## src/rtl/snes_pad_reader.sv

```systemverilog
// Serial SNES/NES game-pad reader: polls NUM_PADS pads over one shared latch/clock pair,
// publishes a per-pad button snapshot and streams press/release events over valid/ready.
module snes_pad_reader #(
  parameter int NUM_PADS           = 2,
  parameter int NUM_BITS           = 16,
  parameter int HALF_BIT_CYCLES    = 151,
  parameter int LATCH_HALF_PERIODS = 2,
  parameter int POLL_CYCLES        = 418750,
  localparam int PAD_W = (NUM_PADS > 1) ? $clog2(NUM_PADS) : 1,
  localparam int BTN_W = (NUM_BITS > 1) ? $clog2(NUM_BITS) : 1
) (
  input  logic                         clk,
  input  logic                         rst,
  input  logic [NUM_PADS-1:0]          pad_data,
  output logic                         pad_clk,
  output logic                         pad_latch,
  output logic [NUM_PADS*NUM_BITS-1:0] buttons,
  output logic                         frame_done,
  output logic                         ev_valid,
  input  logic                         ev_ready,
  output logic [PAD_W-1:0]             ev_pad,
  output logic [BTN_W-1:0]             ev_button,
  output logic                         ev_pressed,
  output logic                         overflow
);
  localparam int TOT          = NUM_PADS * NUM_BITS;
  localparam int IDX_W        = (TOT > 1) ? $clog2(TOT) : 1;
  localparam int LATCH_CYCLES = LATCH_HALF_PERIODS * HALF_BIT_CYCLES;
  localparam int HC_MAX       = (LATCH_CYCLES > HALF_BIT_CYCLES) ? LATCH_CYCLES : HALF_BIT_CYCLES;
  localparam int HC_W         = (HC_MAX > 1) ? $clog2(HC_MAX) : 1;
  localparam int PC_W         = (POLL_CYCLES > 1) ? $clog2(POLL_CYCLES) : 1;

  localparam logic [1:0] ST_IDLE  = 2'd0;
  localparam logic [1:0] ST_LATCH = 2'd1;
  localparam logic [1:0] ST_SHIFT = 2'd2;
  localparam logic [1:0] ST_EMIT  = 2'd3;

  logic [1:0]                         state;
  logic [PC_W-1:0]                    poll_cnt;
  logic [HC_W-1:0]                    hcnt;
  logic [BTN_W-1:0]                   bit_k;
  logic [NUM_PADS-1:0][NUM_BITS-1:0]  shadow;
  logic [NUM_PADS-1:0][NUM_BITS-1:0]  shadow_next;
  logic [TOT-1:0]                     prev;
  logic [IDX_W-1:0]                   scan_idx;
  logic [PAD_W-1:0]                   emit_pad;
  logic [BTN_W-1:0]                   emit_bit;
  logic                               tick;
  logic                               half_end;
  logic                               latch_end;
  logic                               capture;
  logic                               emit_step;

  assign tick      = (poll_cnt == PC_W'(POLL_CYCLES - 1));
  assign half_end  = (hcnt == HC_W'(HALF_BIT_CYCLES - 1));
  assign latch_end = (hcnt == HC_W'(LATCH_CYCLES - 1));
  assign capture   = (state == ST_SHIFT) && pad_clk && half_end;
  assign emit_step = (state == ST_EMIT) &&
                     (ev_valid ? ev_ready : (buttons[scan_idx] == prev[scan_idx]));

  // Each pad shifts its inverted data in from the top, so the first bit read lands in bit 0.
  for (genvar gp = 0; gp < NUM_PADS; gp++) begin : g_shadow
    assign shadow_next[gp] = {~pad_data[gp], shadow[gp][NUM_BITS-1:1]};
  end

  always_ff @(posedge clk) begin
    if (capture) shadow <= shadow_next;
  end

  always_ff @(posedge clk or posedge rst) begin
    if (rst) poll_cnt <= '0;
    else     poll_cnt <= tick ? '0 : poll_cnt + 1'b1;
  end

  always_ff @(posedge clk or posedge rst) begin
    if (rst) begin
      state      <= ST_IDLE;
      pad_clk    <= 1'b1;
      pad_latch  <= 1'b0;
      buttons    <= '0;
      prev       <= '0;
      frame_done <= 1'b0;
      ev_valid   <= 1'b0;
      ev_pad     <= '0;
      ev_button  <= '0;
      ev_pressed <= 1'b0;
      overflow   <= 1'b0;
      hcnt       <= '0;
      bit_k      <= '0;
      scan_idx   <= '0;
      emit_pad   <= '0;
      emit_bit   <= '0;
    end else begin
      frame_done <= 1'b0;
      if (tick && state != ST_IDLE) overflow <= 1'b1;
      case (state)
        ST_IDLE: begin
          if (tick) begin
            state     <= ST_LATCH;
            pad_latch <= 1'b1;
            hcnt      <= '0;
          end
        end
        ST_LATCH: begin
          if (latch_end) begin
            state     <= ST_SHIFT;
            pad_latch <= 1'b0;
            hcnt      <= '0;
            bit_k     <= '0;
          end else begin
            hcnt <= hcnt + 1'b1;
          end
        end
        ST_SHIFT: begin
          if (!half_end) begin
            hcnt <= hcnt + 1'b1;
          end else begin
            hcnt <= '0;
            if (pad_clk) begin
              pad_clk <= 1'b0;
            end else begin
              pad_clk <= 1'b1;
              if (bit_k == BTN_W'(NUM_BITS - 1)) begin
                buttons    <= shadow;
                frame_done <= 1'b1;
                state      <= ST_EMIT;
                scan_idx   <= '0;
                emit_pad   <= '0;
                emit_bit   <= '0;
              end else begin
                bit_k <= bit_k + 1'b1;
              end
            end
          end
        end
        default: begin
          if (ev_valid) begin
            if (ev_ready) begin
              ev_valid       <= 1'b0;
              prev[scan_idx] <= buttons[scan_idx];
            end
          end else if (buttons[scan_idx] != prev[scan_idx]) begin
            ev_valid   <= 1'b1;
            ev_pad     <= emit_pad;
            ev_button  <= emit_bit;
            ev_pressed <= buttons[scan_idx];
          end
        end
      endcase
      // Scan position advances once per unchanged bit or per accepted event.
      if (emit_step) begin
        if (scan_idx == IDX_W'(TOT - 1)) begin
          state <= ST_IDLE;
        end else begin
          scan_idx <= scan_idx + 1'b1;
          if (emit_bit == BTN_W'(NUM_BITS - 1)) begin
            emit_bit <= '0;
            emit_pad <= emit_pad + 1'b1;
          end else begin
            emit_bit <= emit_bit + 1'b1;
          end
        end
      end
    end
  end
endmodule

```

## config.mk

```make
export PLATFORM = sky130hd
export DESIGN_NAME = snes_pad_reader
export DESIGN_NICKNAME = d
export VERILOG_FILES = /design/src/rtl/snes_pad_reader.sv
export SDC_FILE = /design/constraint.sdc
export NUM_CORES = 1
export LEC_CHECK = 0
export BUFFER_PORTS_ARGS = -buffer_cell sky130_fd_sc_hd__buf_2
export CORE_ASPECT_RATIO = 0.75
export CORE_UTILIZATION = 50
export CTS_BUF_LIST = sky130_fd_sc_hd__clkbuf_4
export DETAILED_ROUTE_END_ITERATION = 12
export PLACE_DENSITY = 0.68
export SLEW_MARGIN = 20
export SYNTH_ARGS = -nofsm -noshare
export SYNTH_HDL_FRONTEND = slang
export SYNTH_SLANG_ARGS = --single-unit
```

## constraint.sdc

```tcl
create_clock -name clk -period 4.7 [get_ports clk]
set_input_delay 0.705 -clock clk [delete_from_list [all_inputs] [get_ports clk]]
set_output_delay 0.705 -clock clk [all_outputs]
set_load 0.1 [all_outputs]
```

# Yosys cells after proc, flatten, opt, wreduce, memory -nomap -nowiden
# Cells that the tools add are included.
[word_totals]
latchBits = 0
mem_bits_rw = 0
rom_bits = 0
ff_bits = 151
n_memories = 0
inputBits = 5
[classes]
add_sub_neg = 6
n_bitwise = 5
n_eq_ne = 16
n_lt_le_gt_ge = 2
mul = 0
n_reduce_logical = 18
n_div = 0
shifts = 0
n_mux = 57
[ops]
columns = ["operator", "count"]
rows = [
  ["2-to-1 mux 4 bit", 11],
  ["bitwise mux 32 bit", 1],
  ["2-to-1 mux 5 bit", 6],
  ["2-to-1 mux 9 bit", 3],
  ["one-hot mux 9 bit (3 select lines)", 1],
  ["2-to-1 mux 1 bit", 21],
  ["adder 19 x 1 -> 19 bit, second input constant", 1],
  ["== test 19 bit, second input constant", 1],
  ["2-to-1 mux 19 bit", 1],
  ["2-to-1 mux 2 bit", 7],
  ["binary-select mux 1 bit (select 5 bit)", 2],
  ["inequality test 2 bit, second input constant", 5],
  ["adder 9 x 1 -> 9 bit, second input constant", 1],
  ["== test 9 x 8 -> 1 bit, second input constant", 1],
  ["== test 9 bit, second input constant", 1],
  ["AND reduction 3 bit", 3],
  ["adder 4 x 1 -> 4 bit, second input constant", 2],
  ["== test 4 bit, second input constant", 2],
  ["one-hot mux 4 bit (2 select lines)", 1],
  ["< comparator 5 x 6 -> 1 bit, second input constant", 1],
  ["one-hot mux 2 bit (3 select lines)", 1],
  ["nonzero test 2 bit", 3],
  ["adder 5 x 1 -> 5 bit, second input constant", 1],
  ["demux 1 bit (select 5 bit)", 1],
  ["16 further kinds", 26],
]

# Longest topological paths before layout
[depth]
word_depth = 8
depth_mapped = 12
depth_no_buf = 10

# Least setup slack after synthesis
# Ideal clock, no wire load.
[synth_path]
path_kind = "flip-flop to flip-flop"
startpoint = "reg buttons[23]"
endpoint = "reg ev_button[0]"
setup_time_ns = 0.128
arrival_ns = 2.640
path_slack_ns = 1.932
synth_period_minus_slack_ns = 2.768
stages_incl_launch_ff = 10
path_buffers = 2
required_ns = 4.572
path_cell_list = "dfrtp_1 > mux4_2 > nand3_1 > nand3_1 > or2_1 > buf_2 > xor2_1 > and3_1 > buf_4 > mux2_1"
[synth_via]
elab_chain_cells = 4
[synth_lines]
columns = ["item", "line_no", "source"]
rows = [
  ["from (decl)", "17", "output logic [NUM_PADS*NUM_BITS-1:0] buttons,"],
  ["from (signal assigned)", "124", "buttons <= shadow;"],
  ["binary-select mux 1 bit (select 5 bit)", "142", "end else if (buttons[scan_idx] != prev[scan_idx]) begin"],
  ["2-to-1 mux 1 bit (implied by the code)", "142", ""],
  ["inequality test 1 bit", "142", ""],
  ["AND reduction 3 bit (no line)", "--", ""],
  ["to (signal assigned)", "145", "ev_button <= emit_bit;"],
  ["to (decl)", "22", "output logic [BTN_W-1:0] ev_button,"],
]
# Every way passes these cells. The select of a mux whose other input is x is not followed.
# A chain may end at the register's enable or synchronous reset.

# Worst setup path after layout
[layout_path]
startpoint = "reg scan_idx[0]"
endpoint = "reg scan_idx[3]"
[layout_via]
elab_chain_cells = 6
word_cells_on_any_way = 11
classes_between = "add/sub: 1; eq/ne: 2; mux: 7; reduce/logical: 1"
[layout_lines]
columns = ["item", "line_no", "source"]
rows = [
  ["from (decl)", "45", "logic [IDX_W-1:0] scan_idx;"],
  ["from (signal assigned)", "155", "scan_idx <= scan_idx + 1'b1;"],
  ["binary-select mux 1 bit (select 5 bit)", "59", "(ev_valid ? ev_ready : (buttons[scan_idx] == prev[scan_idx]));"],
  ["2-to-1 mux 1 bit (implied by the code)", "59", ""],
  ["== test 1 bit", "59", ""],
  ["2-to-1 mux 1 bit", "59", ""],
  ["logical AND 1 bit", "58", "assign emit_step = (state == ST_EMIT) &&"],
  ["2-to-1 mux 5 bit (*)", "151", "if (emit_step) begin"],
]
# Mark *: on every way between the ends. The rest lies on a longest branch, timed or not. The select of a mux whose other input is x is not followed.

==> key figures <==
Status
  • Status: finished, violations left
  • Violated checks: design-rule violations

Layout
  • Layout cells sized above 1: 18.3%
  • Post-route design area: 0.00765 mm^2
  • Commonest non-fill, non-tap cell in the layout: nand2_1
  • Most frequent cells in the layout: nand2_1, dfrtp_1, nor2_1, buf_2, mux2_2
  • P&R area growth vs syn: 9.32%
  • Post-layout nets: ~710

Route
  • Drt first-iter violations: 476
  • Via Count: 4907
  • Vias/cell: 5.58
  • Final ANT Viol Nets: 0
  • Total Wirelength: 14700 um
  • WL per Instance: 16.7 um
  • Residual DRC: 8
  • DR pass1 iterations: 8

Worst setup path
  • Worst endpoint required time: 5.13 ns
  • Critical path capture point type: flop
  • Startpoint types: flop
  • Worst-path maximum fanout: 18
  • Kind of critical path: flop to flop
  • WP data arrival: 4.05 ns

Clocking
  • Post-cts hold buffer count: 0
  • CTS tree: built
  • Post-CTS Setup Repair Bufs: 0
  • Clk slew on worst S/H paths: 0.12 ns
  • CTS buffer count: 17
  • Post-CTS Resized: 0
  • Clk_lat worst skew: ~0.55 ns
  • Sink Count: between 150 and 200
  • Clock H-tree levels: 4
  • Clock Path Buffers: 2
  • Clk root buf: clkbuf_4

Power
  • Pwr Total: 0.00215 W
  • Leak: 3.73 nW
  • VDD IR max: 211 uV
  • Power Density: 281 mW/mm^2

Logic synthesis
  • Biggest area consumer among synthesized cells: dfrtp_1
  • Synth cell types: 52
  • Top cell type's share of synthesized area: between 40% and 50%
  • Synth top area cells: dfrtp_1, edfxtp_1, nand2_1, mux2_2, nor2_1
  • Synth Flop Type: dfrtp_1
  • Cell count after synthesis: 644
  • Netlist Area Pre-Place: 0.00700 mm^2
  • Post-synth ARST share: 78.8%
  • Synthesized area per cell: 10.9 um^2
  • Synth warn: 0
  • Post-Synthesis Net Count: 667
  • Register area share after synthesis: 56.3%
  • Synth Register Bits: 151
  • Post-synth EDFFs: 32

STA
  • Hold Fails Final Rpt: 0
  • Slew headroom: 41.8%
  • Worst Tran Pin Value: 0.873 ns
  • Final Skew: 0.0209 ns
  • Setup TNS: 0 ns
  • Minimum clock period: 3.61 ns
  • RSZ-0062 raised after global routing: no
  • Max Fclk: 0.277 GHz
  • Smallest hold slack: 0.313 ns
  • Period utilisation layout: 76.9%
  • Final setup fails: 0
  • Final Max Tran Viols: 0

Floorplanning
  • Area of the core: between 0.01 and 0.015 mm^2
  • Die footprint: 0.0145 mm^2
  • Starting Density: 51.1%
  • I/O Pins: 48
  • Die W: 139 um
  • Die height: 104 um
  • FP Rows: 37

Global route
  • Vias in the first global route: 4903
  • Grt ovf: 0
  • Largest net degree at the start of global routing: 91
  • First-pass GRT wire length: 24800 um
  • Initial antenna violation count: 1
  • Total track usage: between 20 and 25%

Place
  • Placer congestion estimate: 0.842
  • Port bufs: 47
  • Dpl cell area: approximately 0.0074 mm^2
  • DPL Wire Length: 9860 um

Run
  • Max Cap Violations: 0

Hold path
  • Worst Hold Class: input pin to async pin
-- path summary, 6_finish.rpt --
path,depth (start not counted),startpoint,slack (ns),end
min in group clk,2,pad_data[1],0.38,shadow[31]$_DFFE_PP_
max reg2reg,9,scan_idx[0]$_DFF_PP0_,1.09,scan_idx[3]$_DFF_PP0_
max in group asynchronous,3,rst,3.48,emit_bit[1]$_DFF_PP0_
min reg2reg,2,shadow[16]$_DFFE_PP_,0.46,buttons[16]$_DFFE_PP0P_
max,9,scan_idx[0]$_DFF_PP0_,1.09,scan_idx[3]$_DFF_PP0_
min,2,rst,0.31,poll_cnt[13]$_DFF_PP0_
-- metrics by stage --
step / instances / util [%] / setup WS, ns
after floorplan: 644 / - / 0.839
after global placement: 846 / 53.7 / 1.25
after detailed placement: 846 / 53.7 / 1.12
after CTS: 878 / 55.8 / 1.13
after global routing: 879 / 55.8 / 0.913
final: 879 / 55.8 / 1.09
-- cell type report --
type | count | area (um^2)
fill | 1193 | 6050
inverter | 17 | 68.8
sequential | 151 | 3940
antenna | 1 | 2.50
clock buffer | 20 | 150
clock inverter | 12 | 129
multi-input combinational | 449 | 2850
timing repair buffer | 54 | 288
tap | 175 | 219
-- synthesized netlist by cell type (8+ instances only) --
| cell type | instances |
|---|---|
| buf_2 | 8 |
| nand3_1 | 23 |
| clkbuf_1 | 14 |
| dfrtp_1 | 118 |
| ha_1 | 18 |
| mux2_2 | 34 |
| nand2_1 | 129 |
| o21ai_0 | 28 |
| and3_1 | 9 |
| xnor2_1 | 9 |
| nor2_1 | 68 |
| mux2i_1 | 24 |
| inv_1 | 17 |
| o22ai_1 | 8 |
| xor2_1 | 10 |
| edfxtp_1 | 32 |
| a21oi_1 | 11 |
-- metal layers --
layer  wire, um  share of wire, %  vias to the layer above  global-route usage (%)
li1           -                 -                     2331                       -
met1       7190                49                     2429                    32.1
met2       6510                44                      129                    32.0
met3        780               5.3                       18                    4.83
met4        211               1.4                        0                    8.27
met5          0                 0                        -                       0
-- state kept, by name, indices dropped and copies added (netlist names), 2 cells and up --
signal / cells
buttons: 32
prev: 32
shadow: 32
poll_cnt: 19
hcnt: 9
scan_idx: 5
bit_k: 4
emit_bit: 4
ev_button: 4
state: 2
-- power breakdown --
| part | switching, W | internal, W | leakage (nW) |
|---|---|---|---|
| logic | 0.0000210 | 0.00000209 | 1.69 |
| registers | 0 | 0.00133 | 1.90 |
| clock network | 0.000460 | 0.000333 | 0.151 |
| total | 0.000481 | 0.00167 | 3.73 |
-- worst max-delay path, stage by stage (launching register included) --
cell and delay, ns:
dfrtp_1 0.93, buf_4 0.42, mux2i_1 0.24, o22ai_1 0.11, nor3_1 0.37, o2111ai_1 0.18, or3_4 0.37, a41oi_4 0.46
nor2_2 0.10, a211o_1 0.31
-- logic make-up after synthesis --
logic type,Yosys count,share of synthesized area [%]
DFF,151,56.3
AOI/OAI and AO/OA,67,5.88
muxes,69,11.5
and+or+nand+nor,276,17.7
xor gates and xnor gates,19,2.38
adders and majority gates,18,3.22
buffers and inverters,44,2.93
No activity file was read; power rests on OpenSTA's default activity.
